===== src/rtl/scpad_dram_arbiter_if.sv =====
// Bundle of backend-facing and DRAM-facing signals around the scratchpad
// DRAM arbiter. The arbiter uses the master view; the surrounding
// backends and DRAM model use the slave view.
interface scpad_dram_arbiter_if #(
  parameter int NUM_BE = 2,
  parameter int ID_W   = 8,
  parameter int ADDR_W = 32,
  parameter int LANES  = 4,
  parameter int LANE_W = 16
);
  localparam int DATA_W = LANES * LANE_W;

  logic [NUM_BE-1:0]        be_req_valid;
  logic [NUM_BE-1:0]        be_req_write;
  logic [NUM_BE*ID_W-1:0]   be_req_id;
  logic [NUM_BE*ADDR_W-1:0] be_req_addr;
  logic [NUM_BE*LANES-1:0]  be_req_mask;
  logic [NUM_BE*DATA_W-1:0] be_req_wdata;
  logic [NUM_BE-1:0]        be_res_stall;
  logic [NUM_BE-1:0]        dram_be_stall;
  logic [NUM_BE-1:0]        dram_be_res_valid;
  logic [NUM_BE*ID_W-1:0]   dram_be_res_id;
  logic [NUM_BE*DATA_W-1:0] dram_be_res_rdata;

  logic                     dram_req_valid;
  logic                     dram_req_ready;
  logic                     dram_req_write;
  logic [ID_W-1:0]          dram_req_id;
  logic [ADDR_W-1:0]        dram_req_addr;
  logic [LANES-1:0]         dram_req_mask;
  logic [DATA_W-1:0]        dram_req_wdata;
  logic                     dram_res_valid;
  logic                     dram_res_ready;
  logic [ID_W-1:0]          dram_res_id;
  logic [DATA_W-1:0]        dram_res_rdata;
  logic                     err_orphan;

  modport master (
    input  be_req_valid, be_req_write, be_req_id, be_req_addr, be_req_mask,
           be_req_wdata, be_res_stall, dram_req_ready, dram_res_valid,
           dram_res_id, dram_res_rdata,
    output dram_be_stall, dram_be_res_valid, dram_be_res_id, dram_be_res_rdata,
           dram_req_valid, dram_req_write, dram_req_id, dram_req_addr,
           dram_req_mask, dram_req_wdata, dram_res_ready, err_orphan
  );

  modport slave (
    output be_req_valid, be_req_write, be_req_id, be_req_addr, be_req_mask,
           be_req_wdata, be_res_stall, dram_req_ready, dram_res_valid,
           dram_res_id, dram_res_rdata,
    input  dram_be_stall, dram_be_res_valid, dram_be_res_id, dram_be_res_rdata,
           dram_req_valid, dram_req_write, dram_req_id, dram_req_addr,
           dram_req_mask, dram_req_wdata, dram_res_ready, err_orphan
  );
endinterface


===== src/rtl/scpad_dram_arbiter.sv =====
// Round-robin arbiter from NUM_BE scratchpad backends onto one DRAM port.
// Requests go through a single output register; read sources are kept in
// an in-order tag FIFO so in-order DRAM responses can be steered back.
module scpad_dram_arbiter #(
  parameter int NUM_BE      = 2,
  parameter int ID_W        = 8,
  parameter int ADDR_W      = 32,
  parameter int LANES       = 4,
  parameter int LANE_W      = 16,
  parameter int OUTSTANDING = 8
) (
  input  logic                 clk_i,
  input  logic                 rst_i,
  scpad_dram_arbiter_if.master bus
);
  localparam int DATA_W = LANES * LANE_W;
  localparam int BE_W   = (NUM_BE > 1) ? $clog2(NUM_BE) : 1;
  localparam int PTR_W  = (OUTSTANDING > 1) ? $clog2(OUTSTANDING) : 1;
  localparam int CNT_W  = $clog2(OUTSTANDING) + 1;

  logic              oreg_valid_q, oreg_valid_d;
  logic              oreg_write_q, oreg_write_d;
  logic [ID_W-1:0]   oreg_id_q, oreg_id_d;
  logic [ADDR_W-1:0] oreg_addr_q, oreg_addr_d;
  logic [LANES-1:0]  oreg_mask_q, oreg_mask_d;
  logic [DATA_W-1:0] oreg_wdata_q, oreg_wdata_d;
  logic [BE_W-1:0]   rr_q, rr_d;

  logic [BE_W-1:0]   tag_mem_q [OUTSTANDING];
  logic [PTR_W-1:0]  wr_ptr_q, wr_ptr_d, rd_ptr_q, rd_ptr_d;
  logic [CNT_W-1:0]  cnt_q, cnt_d;

  logic [NUM_BE-1:0]        res_valid_q, res_valid_d;
  logic [NUM_BE*ID_W-1:0]   res_id_q, res_id_d;
  logic [NUM_BE*DATA_W-1:0] res_rdata_q, res_rdata_d;
  logic                     err_q, err_d;

  logic              free, empty, res_ready, pop, push, full_np;
  logic [BE_W-1:0]   head, grant_idx, scan_idx;
  logic              grant_found, grant_valid;
  logic [NUM_BE-1:0] cand, granted;

  function automatic logic [PTR_W-1:0] ptr_inc(input logic [PTR_W-1:0] p);
    return (p == PTR_W'(OUTSTANDING - 1)) ? '0 : p + 1'b1;
  endfunction

  // A full FIFO that is popping this cycle still has room for a read.
  assign empty     = (cnt_q == '0);
  assign head      = tag_mem_q[rd_ptr_q];
  assign res_ready = empty | ~bus.be_res_stall[head];
  assign pop       = bus.dram_res_valid & res_ready & ~empty;
  assign full_np   = (cnt_q == CNT_W'(OUTSTANDING)) & ~pop;
  assign free      = ~oreg_valid_q | bus.dram_req_ready;
  assign push      = grant_valid & ~bus.be_req_write[grant_idx];

  // Round-robin pick: first eligible backend at or after the pointer.
  always_comb begin
    cand        = bus.be_req_valid & ~(~bus.be_req_write & {NUM_BE{full_np}});
    grant_found = 1'b0;
    grant_idx   = '0;
    scan_idx    = '0;
    for (int k = 0; k < NUM_BE; k++) begin
      scan_idx = BE_W'((int'(rr_q) + k) % NUM_BE);
      if (!grant_found && cand[scan_idx]) begin
        grant_found = 1'b1;
        grant_idx   = scan_idx;
      end
    end
    grant_valid = grant_found & free;
    granted     = '0;
    if (grant_valid) granted[grant_idx] = 1'b1;
  end

  // Output register load/drain, RR pointer and tag FIFO bookkeeping.
  always_comb begin
    oreg_valid_d = oreg_valid_q;
    oreg_write_d = oreg_write_q;
    oreg_id_d    = oreg_id_q;
    oreg_addr_d  = oreg_addr_q;
    oreg_mask_d  = oreg_mask_q;
    oreg_wdata_d = oreg_wdata_q;
    rr_d         = rr_q;
    if (grant_valid) begin
      oreg_valid_d = 1'b1;
      oreg_write_d = bus.be_req_write[grant_idx];
      oreg_id_d    = bus.be_req_id[grant_idx*ID_W +: ID_W];
      oreg_addr_d  = bus.be_req_addr[grant_idx*ADDR_W +: ADDR_W];
      oreg_mask_d  = bus.be_req_mask[grant_idx*LANES +: LANES];
      oreg_wdata_d = bus.be_req_wdata[grant_idx*DATA_W +: DATA_W];
      rr_d         = (grant_idx == BE_W'(NUM_BE - 1)) ? '0 : grant_idx + 1'b1;
    end else if (bus.dram_req_ready) begin
      oreg_valid_d = 1'b0;
    end
    wr_ptr_d = push ? ptr_inc(wr_ptr_q) : wr_ptr_q;
    rd_ptr_d = pop ? ptr_inc(rd_ptr_q) : rd_ptr_q;
    cnt_d    = cnt_q + CNT_W'(push) - CNT_W'(pop);
  end

  // Response steering: one-cycle pulse to the head backend, payload held.
  always_comb begin
    res_valid_d = '0;
    res_id_d    = res_id_q;
    res_rdata_d = res_rdata_q;
    err_d       = err_q | (bus.dram_res_valid & empty);
    if (pop) begin
      res_valid_d[head]                 = 1'b1;
      res_id_d[head*ID_W +: ID_W]       = bus.dram_res_id;
      res_rdata_d[head*DATA_W +: DATA_W] = bus.dram_res_rdata;
    end
  end

  // State registers with synchronous reset.
  always_ff @(posedge clk_i) begin
    if (rst_i) begin
      oreg_valid_q <= 1'b0;
      oreg_write_q <= 1'b0;
      oreg_id_q    <= '0;
      oreg_addr_q  <= '0;
      oreg_mask_q  <= '0;
      oreg_wdata_q <= '0;
      rr_q         <= '0;
      wr_ptr_q     <= '0;
      rd_ptr_q     <= '0;
      cnt_q        <= '0;
      res_valid_q  <= '0;
      res_id_q     <= '0;
      res_rdata_q  <= '0;
      err_q        <= 1'b0;
    end else begin
      oreg_valid_q <= oreg_valid_d;
      oreg_write_q <= oreg_write_d;
      oreg_id_q    <= oreg_id_d;
      oreg_addr_q  <= oreg_addr_d;
      oreg_mask_q  <= oreg_mask_d;
      oreg_wdata_q <= oreg_wdata_d;
      rr_q         <= rr_d;
      wr_ptr_q     <= wr_ptr_d;
      rd_ptr_q     <= rd_ptr_d;
      cnt_q        <= cnt_d;
      res_valid_q  <= res_valid_d;
      res_id_q     <= res_id_d;
      res_rdata_q  <= res_rdata_d;
      err_q        <= err_d;
    end
  end

  // Tag storage; only the pointers need reset.
  always_ff @(posedge clk_i) begin
    if (push) tag_mem_q[wr_ptr_q] <= grant_idx;
  end

  assign bus.dram_be_stall     = rst_i ? '0 : (bus.be_req_valid & ~granted);
  assign bus.dram_req_valid    = oreg_valid_q;
  assign bus.dram_req_write    = oreg_write_q;
  assign bus.dram_req_id       = oreg_id_q;
  assign bus.dram_req_addr     = oreg_addr_q;
  assign bus.dram_req_mask     = oreg_mask_q;
  assign bus.dram_req_wdata    = oreg_wdata_q;
  assign bus.dram_res_ready    = res_ready;
  assign bus.dram_be_res_valid = res_valid_q;
  assign bus.dram_be_res_id    = res_id_q;
  assign bus.dram_be_res_rdata = res_rdata_q;
  assign bus.err_orphan        = err_q;
endmodule


===== src/flat_wrapper.sv =====
// flat-port wrapper written by rule: the top's interface ports become plain ports
module scpad_dram_arbiter_flat 
#(
  parameter int NUM_BE      = 2,
  parameter int ID_W        = 8,
  parameter int ADDR_W      = 32,
  parameter int LANES       = 4,
  parameter int LANE_W      = 16,
  parameter int OUTSTANDING = 8
)
  (clk_i, rst_i, bus_be_req_valid, bus_be_req_write, bus_be_req_id, bus_be_req_addr, bus_be_req_mask, bus_be_req_wdata, bus_be_res_stall, bus_dram_req_ready, bus_dram_res_valid, bus_dram_res_id, bus_dram_res_rdata, bus_dram_be_stall, bus_dram_be_res_valid, bus_dram_be_res_id, bus_dram_be_res_rdata, bus_dram_req_valid, bus_dram_req_write, bus_dram_req_id, bus_dram_req_addr, bus_dram_req_mask, bus_dram_req_wdata, bus_dram_res_ready, bus_err_orphan);
  scpad_dram_arbiter_if #(.NUM_BE(NUM_BE), .ID_W(ID_W), .ADDR_W(ADDR_W), .LANES(LANES), .LANE_W(LANE_W)) bus_i ();
  input  logic clk_i;
  input  logic rst_i;
  input wire logic [$bits(bus_i.be_req_valid)-1:0] bus_be_req_valid;
  input wire logic [$bits(bus_i.be_req_write)-1:0] bus_be_req_write;
  input wire logic [$bits(bus_i.be_req_id)-1:0] bus_be_req_id;
  input wire logic [$bits(bus_i.be_req_addr)-1:0] bus_be_req_addr;
  input wire logic [$bits(bus_i.be_req_mask)-1:0] bus_be_req_mask;
  input wire logic [$bits(bus_i.be_req_wdata)-1:0] bus_be_req_wdata;
  input wire logic [$bits(bus_i.be_res_stall)-1:0] bus_be_res_stall;
  input wire logic [$bits(bus_i.dram_req_ready)-1:0] bus_dram_req_ready;
  input wire logic [$bits(bus_i.dram_res_valid)-1:0] bus_dram_res_valid;
  input wire logic [$bits(bus_i.dram_res_id)-1:0] bus_dram_res_id;
  input wire logic [$bits(bus_i.dram_res_rdata)-1:0] bus_dram_res_rdata;
  output wire logic [$bits(bus_i.dram_be_stall)-1:0] bus_dram_be_stall;
  output wire logic [$bits(bus_i.dram_be_res_valid)-1:0] bus_dram_be_res_valid;
  output wire logic [$bits(bus_i.dram_be_res_id)-1:0] bus_dram_be_res_id;
  output wire logic [$bits(bus_i.dram_be_res_rdata)-1:0] bus_dram_be_res_rdata;
  output wire logic [$bits(bus_i.dram_req_valid)-1:0] bus_dram_req_valid;
  output wire logic [$bits(bus_i.dram_req_write)-1:0] bus_dram_req_write;
  output wire logic [$bits(bus_i.dram_req_id)-1:0] bus_dram_req_id;
  output wire logic [$bits(bus_i.dram_req_addr)-1:0] bus_dram_req_addr;
  output wire logic [$bits(bus_i.dram_req_mask)-1:0] bus_dram_req_mask;
  output wire logic [$bits(bus_i.dram_req_wdata)-1:0] bus_dram_req_wdata;
  output wire logic [$bits(bus_i.dram_res_ready)-1:0] bus_dram_res_ready;
  output wire logic [$bits(bus_i.err_orphan)-1:0] bus_err_orphan;
  assign bus_i.be_req_valid = bus_be_req_valid;
  assign bus_i.be_req_write = bus_be_req_write;
  assign bus_i.be_req_id = bus_be_req_id;
  assign bus_i.be_req_addr = bus_be_req_addr;
  assign bus_i.be_req_mask = bus_be_req_mask;
  assign bus_i.be_req_wdata = bus_be_req_wdata;
  assign bus_i.be_res_stall = bus_be_res_stall;
  assign bus_i.dram_req_ready = bus_dram_req_ready;
  assign bus_i.dram_res_valid = bus_dram_res_valid;
  assign bus_i.dram_res_id = bus_dram_res_id;
  assign bus_i.dram_res_rdata = bus_dram_res_rdata;
  assign bus_dram_be_stall = bus_i.dram_be_stall;
  assign bus_dram_be_res_valid = bus_i.dram_be_res_valid;
  assign bus_dram_be_res_id = bus_i.dram_be_res_id;
  assign bus_dram_be_res_rdata = bus_i.dram_be_res_rdata;
  assign bus_dram_req_valid = bus_i.dram_req_valid;
  assign bus_dram_req_write = bus_i.dram_req_write;
  assign bus_dram_req_id = bus_i.dram_req_id;
  assign bus_dram_req_addr = bus_i.dram_req_addr;
  assign bus_dram_req_mask = bus_i.dram_req_mask;
  assign bus_dram_req_wdata = bus_i.dram_req_wdata;
  assign bus_dram_res_ready = bus_i.dram_res_ready;
  assign bus_err_orphan = bus_i.err_orphan;
  scpad_dram_arbiter #(.NUM_BE(NUM_BE), .ID_W(ID_W), .ADDR_W(ADDR_W), .LANES(LANES), .LANE_W(LANE_W), .OUTSTANDING(OUTSTANDING)) u_core (.clk_i(clk_i), .rst_i(rst_i), .bus(bus_i));
endmodule

===== config.mk =====
export PLATFORM = sky130hd
export DESIGN_NAME = scpad_dram_arbiter_flat
export DESIGN_NICKNAME = d
export VERILOG_FILES = /design/src/rtl/scpad_dram_arbiter_if.sv /design/src/rtl/scpad_dram_arbiter.sv /design/src/flat_wrapper.sv
export SDC_FILE = /design/constraint.sdc
export NUM_CORES = 1
export LEC_CHECK = 0
export CORE_AREA = 5 5 212 214
export CTS_CLUSTER_SIZE = 25
export DETAILED_ROUTE_END_ITERATION = 8
export DIE_AREA = 0 0 217 219
export HOLD_SLACK_MARGIN = 0.15
export PLACE_DENSITY_LB_ADDON = 0.12
export SETUP_SLACK_MARGIN = 0.02
export SYNTH_ARGS = -nofsm -noshare
export SYNTH_HDL_FRONTEND = slang
export SYNTH_SLANG_ARGS = --single-unit

===== constraint.sdc =====
create_clock -name clk_i -period 3.5 [get_ports clk_i]
set_input_delay 0.35 -clock clk_i [delete_from_list [all_inputs] [get_ports clk_i]]
set_output_delay 0.35 -clock clk_i [all_outputs]
set_load 0.02 [all_outputs]

==> metrics, run 1 <==
Worst EP arrival=3.00 ns; Avg Vias per Cell=4.92; post-synthesis register bit count=279; GRT overflow=0; Mean Syn Cell Area=roughly 8 um^2; Worst EP required=approximately 3.2 ns; largest family of logic cells by synthesized area=compound AO/OA/AOI/OAI gates; Post-synth EDFFs=8; fin crit period=roughly 3.3 ns; power density over the cells=roughly 560 nW/um^2; total CTS buffers=36; clk slew on worst S/H paths=around 0.060 ns; global-route wire length before repair=76.2 mm; max-slew violation count=0; post-synthesis mux area share=0.00898; crit path kind=reg2out; clock root buffer=clkbuf_16; Largest stage delay, worst path=just over 0.5 ns; syn_nets=between 1500 and 2000; status=complete, no violations; Worst slew margin=0.376; Hold Vio Cnt, Final=0; Setup crit end=bus_dram_be_stall[0]; Clock Tree Buf Depth=3; vias in the first global route=between 10000 and 15000; setup ws final=around 0.15 ns; Fmax=299 MHz; Cells after Synth=between 1500 and 2000; DP Area=18400 um^2; pin count of the biggest net entering global routing=85; DRC violations left=0; # setup viols final=0; Worst Hold Class=in2reg; DP Worst Slack=approximately 0.37 ns; R2R depth=8; number of distinct library cells after synthesis=47; # H-tree levels=2; IO Port Bufs=~560; CP endpoint kind=output pin; final core utilization=0.460; Post-DRT Antenna Nets=0; CTS Sinks=around 280; final-stage net count=between 2000 and 2500; total detailed-routing wirelength=roughly 52 mm; RR Endpoint=u_core.cnt_q[1]; initial antenna violation count=15; RSZ-0062 raised after global routing=false; top fanout value on the critical path=25; flop2flop setup slack=0.56 ns; die area=~48000 um^2; chip height=approximately 220 um; final worst path period share=0.956; cell chain of the critical path=mux4_2 -> mux2_2 -> mux2_4 -> buf_4 -> o311a_1 -> buf_12; Final Cell Area=about 20000 um^2; Lkg Pwr=roughly 7.5 nW; Post-Synth XOR/XNOR Area=0.00141; Layout area overhead=58.3%; most frequent cells in the layout=clkdlybuf4s50_1 (554), nand2_1 (295), dfxtp_1 (271), inv_1 (229), o221ai_1 (196); Worst path slowest cell=mux4_2; top cells by area, synth=dfxtp_1 (44%), o221ai_1 (14%), nand2_1 (9.0%); Total GRT Usage=0.203; CTS tree=yes; Hold-fix buffers, CTS=0; cell taking the most area after synthesis=dfxtp_1; Compound-Gate Fraction of Synth Area=0.240; IO Pins=~560; synth warn=0; Async SR Flop Fraction=0; clk_lat worst skew=between 0.5 and 0.6 ns; worst min-delay path startpoint=rst_i; Worst Tran Pin Value=between 0.9 and 1 ns; via count=about 13000; setup TNS=0 ns; post-synthesis simple-gate area fraction=0.165; Avg WL per Cell=20.2 um; top cell type's share of synthesized area=0.437; maximum vdd drop=approximately 0.24 mV; clock skew=roughly 0.023 ns; DRC marker count from the first detailed-route iteration=~830; Core Rows=76; synthesized area=approximately 12000 um^2; commonest non-fill, non-tap cell in the layout=clkdlybuf4s50_1; first-pass iteration count of the detailed router=5; Worst setup SP type=register; top_reg_cell synth=dfxtp_1; sequential share of the synthesized area=0.457; Die W=around 220 um; max-cap viol count=0; initial core utilization=0.291; RD Place Congestion=between 0.8 and 0.9; Detailed Place HPWL=35.7 mm; share of cells above drive strength 1=0.0591; Post-Synth Adder-Cell Area=0.0117; core area=approximately 43000 um^2
-- cells in the mapped netlist, drive strengths merged, types with 2 or more instances --
library cell,number
nand2b,2
a311oi,4
buf,42
clkbuf,98
ha,10
o311ai,3
mux4,2
nor3b,2
nor2b,112
or3b,2
a21oi,151
o2111ai,2
mux2,3
xnor2,2
inv,229
mux2i,2
o221ai,216
dfxtp,271
nor3,2
nand2,298
edfxtp,8
nand4,4
o311a,2
nor2,14
and2,2
nor4b,2
nand3,5
and3,2
o21ai,5
-- registers in the layout, summed over array words and instances (netlist names), named ones only --
register / count
u_core.bus.dram_be_res_rdata: 128
u_core.bus.err_orphan: 1
u_core.bus.dram_be_res_id: 16
u_core.rd_ptr_q: 3
u_core.bus.dram_req_write: 1
u_core.cnt_q: 4
u_core.bus.dram_req_mask: 4
u_core.bus.dram_req_id: 8
u_core.bus.dram_req_wdata: 64
u_core.rr_q: 1
u_core.bus.dram_req_addr: 32
u_core.bus.dram_req_valid: 1
u_core.bus.dram_be_res_valid: 2
u_core.tag_mem_q: 8
u_core.wr_ptr_q: 3
-- stage by stage --
stage	hold slack, ns	std cells	total power, mW
after floorplan	0.444	1508	5.59
after global placement	0.441	2493	7.17
after detailed placement	0.447	2493	7.17
after CTS	0.262	2558	11.1
after global routing	0.304	2561	11.5
final	0.308	2563	10.9
-- repair_timing --
item | in CTS | in global routing
pin swaps | 2 | 0
buffers inserted | 1 | 0
setup endpoints to repair | 2 | 1
gates resized for setup | 3 | 3
-- per-layer routing --
metal	part of all wire	wire [um]	global-route usage	vias to the layer above
met3	0.097	5010	0.0861	77
li1	-	-	-	6096
met2	0.47	24500	0.330	458
met4	0.024	1250	0.0571	18
met5	0.0024	124	0	-
met1	0.40	20800	0.248	5949
-- power by group --
part	switching (mW)	internal [mW]	total [mW]
sequential	0.200	3.59	3.79
combinational	1.88	1.46	3.33
clock	1.46	2.31	3.77
total	3.54	7.36	10.9
-- logic make-up (layout without fill, tap and decap cells) --
logic type | Yosys count | in the layout
compound gates | 390 | 390
fa+ha+maj | 11 | 11
xor+xnor | 2 | 2
buf+inv | 369 | 873
flops | 279 | 279
mux | 7 | 7
simple gates | 450 | 450
other cells | 0 | 5
-- cell type report --
type                    count  area, um^2
fillers                  4257       23100
repair buffers            580        5840
flip-flops and latches    279        5670
multi-input cells         860        5370
clock buffers              54        1090
inverters                 229         860
well taps                 546         683
clock inverters            10         118
diodes                      5        12.5
-- critical path: cells and delay by family (launching register included) --
| family | cells | cell delay [ns] |
|---|---|---|
| mux | 3 | 1.28 |
| buf+inv | 2 | 0.38 |
| compound gates | 1 | 0.40 |
| flops | 1 | 0.37 |
-- worst min path at each step --
stage	endpoint	slack (ns)	depth (start not counted)
6_report	u_core.bus.dram_be_res_valid[1]	0.31	2
5_1_grt	u_core.bus.dram_be_res_valid[1]	0.30	2
4_1_cts	u_core.bus.dram_be_res_valid[1]	0.26	2
3_5_place_dp	u_core.bus.dram_be_res_rdata[98]	0.45	2
3_3_place_gp	u_core.bus.dram_be_res_rdata[9]	0.44	2
2_1_floorplan	u_core.rr_q	0.44	2
No activity file was read; power rests on OpenSTA's default activity.
==> inputs of run 2 (changes only) <==
--- a/config.mk
+++ b/config.mk
@@ -7,6 +7,9 @@
 export LEC_CHECK = 0
-export CORE_AREA = 5 5 212 214
+export CELL_PAD_IN_SITES_DETAIL_PLACEMENT = 1
+export CELL_PAD_IN_SITES_GLOBAL_PLACEMENT = 1
+export CORE_ASPECT_RATIO = 0.5
+export CORE_MARGIN = 5
+export CORE_UTILIZATION = 30
 export CTS_CLUSTER_SIZE = 25
 export DETAILED_ROUTE_END_ITERATION = 8
-export DIE_AREA = 0 0 217 219
 export HOLD_SLACK_MARGIN = 0.15
--- a/constraint.sdc
+++ b/constraint.sdc
@@ -3,2 +3,2 @@
 set_output_delay 0.35 -clock clk_i [all_outputs]
-set_load 0.02 [all_outputs]
+set_load 0.05 [all_outputs]
==> run 2 against run 1 <==
Compared with the run above: final area decreased by 1.5%; critical path type unchanged; combinational power increased by 24%; utilization increased by 1.6 points; clock power decreased by 22%.
==> metrics, run 2 (synthesis results as in run 1) <==
CP endpoint kind=output pin; initial antenna violation count=11 (-4); Fmax=299 MHz (about the same); max-cap viol count=0 (unchanged); status=complete, no violations; crit path kind=reg2out; Detailed Place HPWL=34.6 mm (-3.0%); fin crit period=3.35 ns (+0.000749 ns); Clock Tree Buf Depth=3 (unchanged); Post-DRT Antenna Nets=0 (unchanged); CTS tree=yes; Core Rows=52 (-32%); power density over the cells=562 nW/um^2 (+1.2%); Worst setup SP type=register; initial core utilization=0.305 (+0.0145); clk slew on worst S/H paths=0.06 ns (about the same); Lkg Pwr=7.36 nW (-2.2%); total detailed-routing wirelength=50.8 mm (-1.6%); Avg WL per Cell=19.9 um (-1.0%); pin count of the biggest net entering global routing=149 (+75%); Worst slew margin=0.290 (-0.0858); clock root buffer=clkbuf_16; maximum vdd drop=0.423 mV (+76%); first-pass iteration count of the detailed router=5 (unchanged); GRT overflow=0 (unchanged); Total GRT Usage=0.209 (+0.00575); Final Cell Area=19300 um^2 (-1.5%); # setup viols final=0 (unchanged); Cell Count, Final, Fillers Out=2548 (-0.59%); commonest non-fill, non-tap cell in the layout=clkdlybuf4s50_1; Die W=298 um (+37%); global-route wire length before repair=77.6 mm (+1.8%); Avg Vias per Cell=4.91 (-0.15%); R2R depth=6 (-2); share of cells above drive strength 1=0.0506 (-0.00857); Layout area overhead=56.0%; DRC violations left=0 (unchanged); clock skew=0.0133 ns (-0.0101 ns); vias in the first global route=13044 (+5.3%); top fanout value on the critical path=13 (-48%); Worst EP arrival=3.00 ns (about the same); most frequent cells in the layout=clkdlybuf4s50_1 (554), nand2_1 (295), dfxtp_1 (271), inv_1 (229), o221ai_1 (196); total CTS buffers=29 (-19%); Inst Count DP=2486 (-0.28%); max reg flops=128 (unchanged); DRC marker count from the first detailed-route iteration=486 (-41%); RSZ-0062 raised after global routing=true; Worst Hold Depth=4 (+2); DP Worst Slack=0.324 ns (-0.0471 ns); chip height=154 um (-30%); Worst Tran Pin Value=1.07 ns (+0.129 ns); CTS Sinks=279 (unchanged); via count=12506 (-0.73%); clk_lat worst skew=0.57 ns (+0.03 ns); IO Pins=558 (unchanged); IO Port Bufs=557 (unchanged); max-slew violation count=0 (unchanged); RD Place Congestion=0.771 (-3.9%); Post-CTS Repair Setup Buffers=0 (-1); die area=45800 um^2 (-3.7%); Hold Vio Cnt, Final=0 (unchanged); core area=40700 um^2 (-4.8%); Worst Hold Class=in2reg; final core utilization=0.476 (+0.0158); Worst EP required=3.15 ns (about the same); DP Area=18400 um^2 (+0.18%); setup ws final=0.153 ns (-0.000749 ns); # H-tree levels=1 (-1); final worst path period share=0.956 (about the same); final-stage net count=2287 (-0.35%)
==> run 2: stage by stage <==
step                hold slack (ns)  total power, mW  setup TNS [ns]
floorplan                     0.444             6.40               0
global placement              0.441             7.96               0
detailed placement            0.446             7.99               0
CTS                           0.303             11.0               0
global route                  0.331             11.4         -0.0205
finish                        0.347             10.9               0
==> run 2: what timing repair did <==
item                                    in CTS  in global routing
pin swaps                                    0                  2
cloned                                       0                  1
hold endpoints to repair                     0                  0
hold buffers                                 0                  0
endpoints found under the setup margin       1                  2
resized for setup                            2                  4
==> run 2: metal layers <==
layer | vias to the layer above | part of all wire | global-route usage
li1 | 6089 | - | -
met1 | 6048 | 0.38 | 0.235
met2 | 276 | 0.54 | 0.393
met4 | 0 | 0.037 | 0.0834
met3 | 93 | 0.040 | 0.0372
met5 | - | 0 | 0
==> run 2: final timing paths <==
| check | from | to | slack, ns |
|---|---|---|---|
| max | register | bus_dram_res_ready | 0.15 |
| min | rst_i | u_core.bus.dram_req_addr[23] | 0.35 |
| max reg2reg | register | u_core.bus.dram_req_addr[5] | 0.53 |
| min reg2reg | u_core.bus.dram_be_res_rdata[102] | u_core.bus.dram_be_res_rdata[102] | 0.45 |
==> run 2: final cells by class <==
type / count / area, um^2
antenna: 11 / 27.5
fill: 4740 / 21300
timing repair buffer: 578 / 5870
clock buffer: 42 / 795
sequential: 279 / 5670
multi-input combinational: 861 / 5400
inverter: 229 / 860
clock inverter: 8 / 56.3
tap: 540 / 676
==> run 2: critical path, stage by stage, from the launching register on <==
cell and delay (ns):
dfxtp_1 0.37, mux4_2 0.50, mux2_2 0.44, nand2_1 0.12
o21ai_0 0.08, nand2_1 0.08, clkdlybuf4s50_1 0.83
==> run 2: power breakdown <==
group,total (mW),switching (mW),internal [mW]
registers,3.79,0.202,3.59
clock network,2.93,1.35,1.57
logic,4.14,2.69,1.46
total,10.9,4.24,6.62
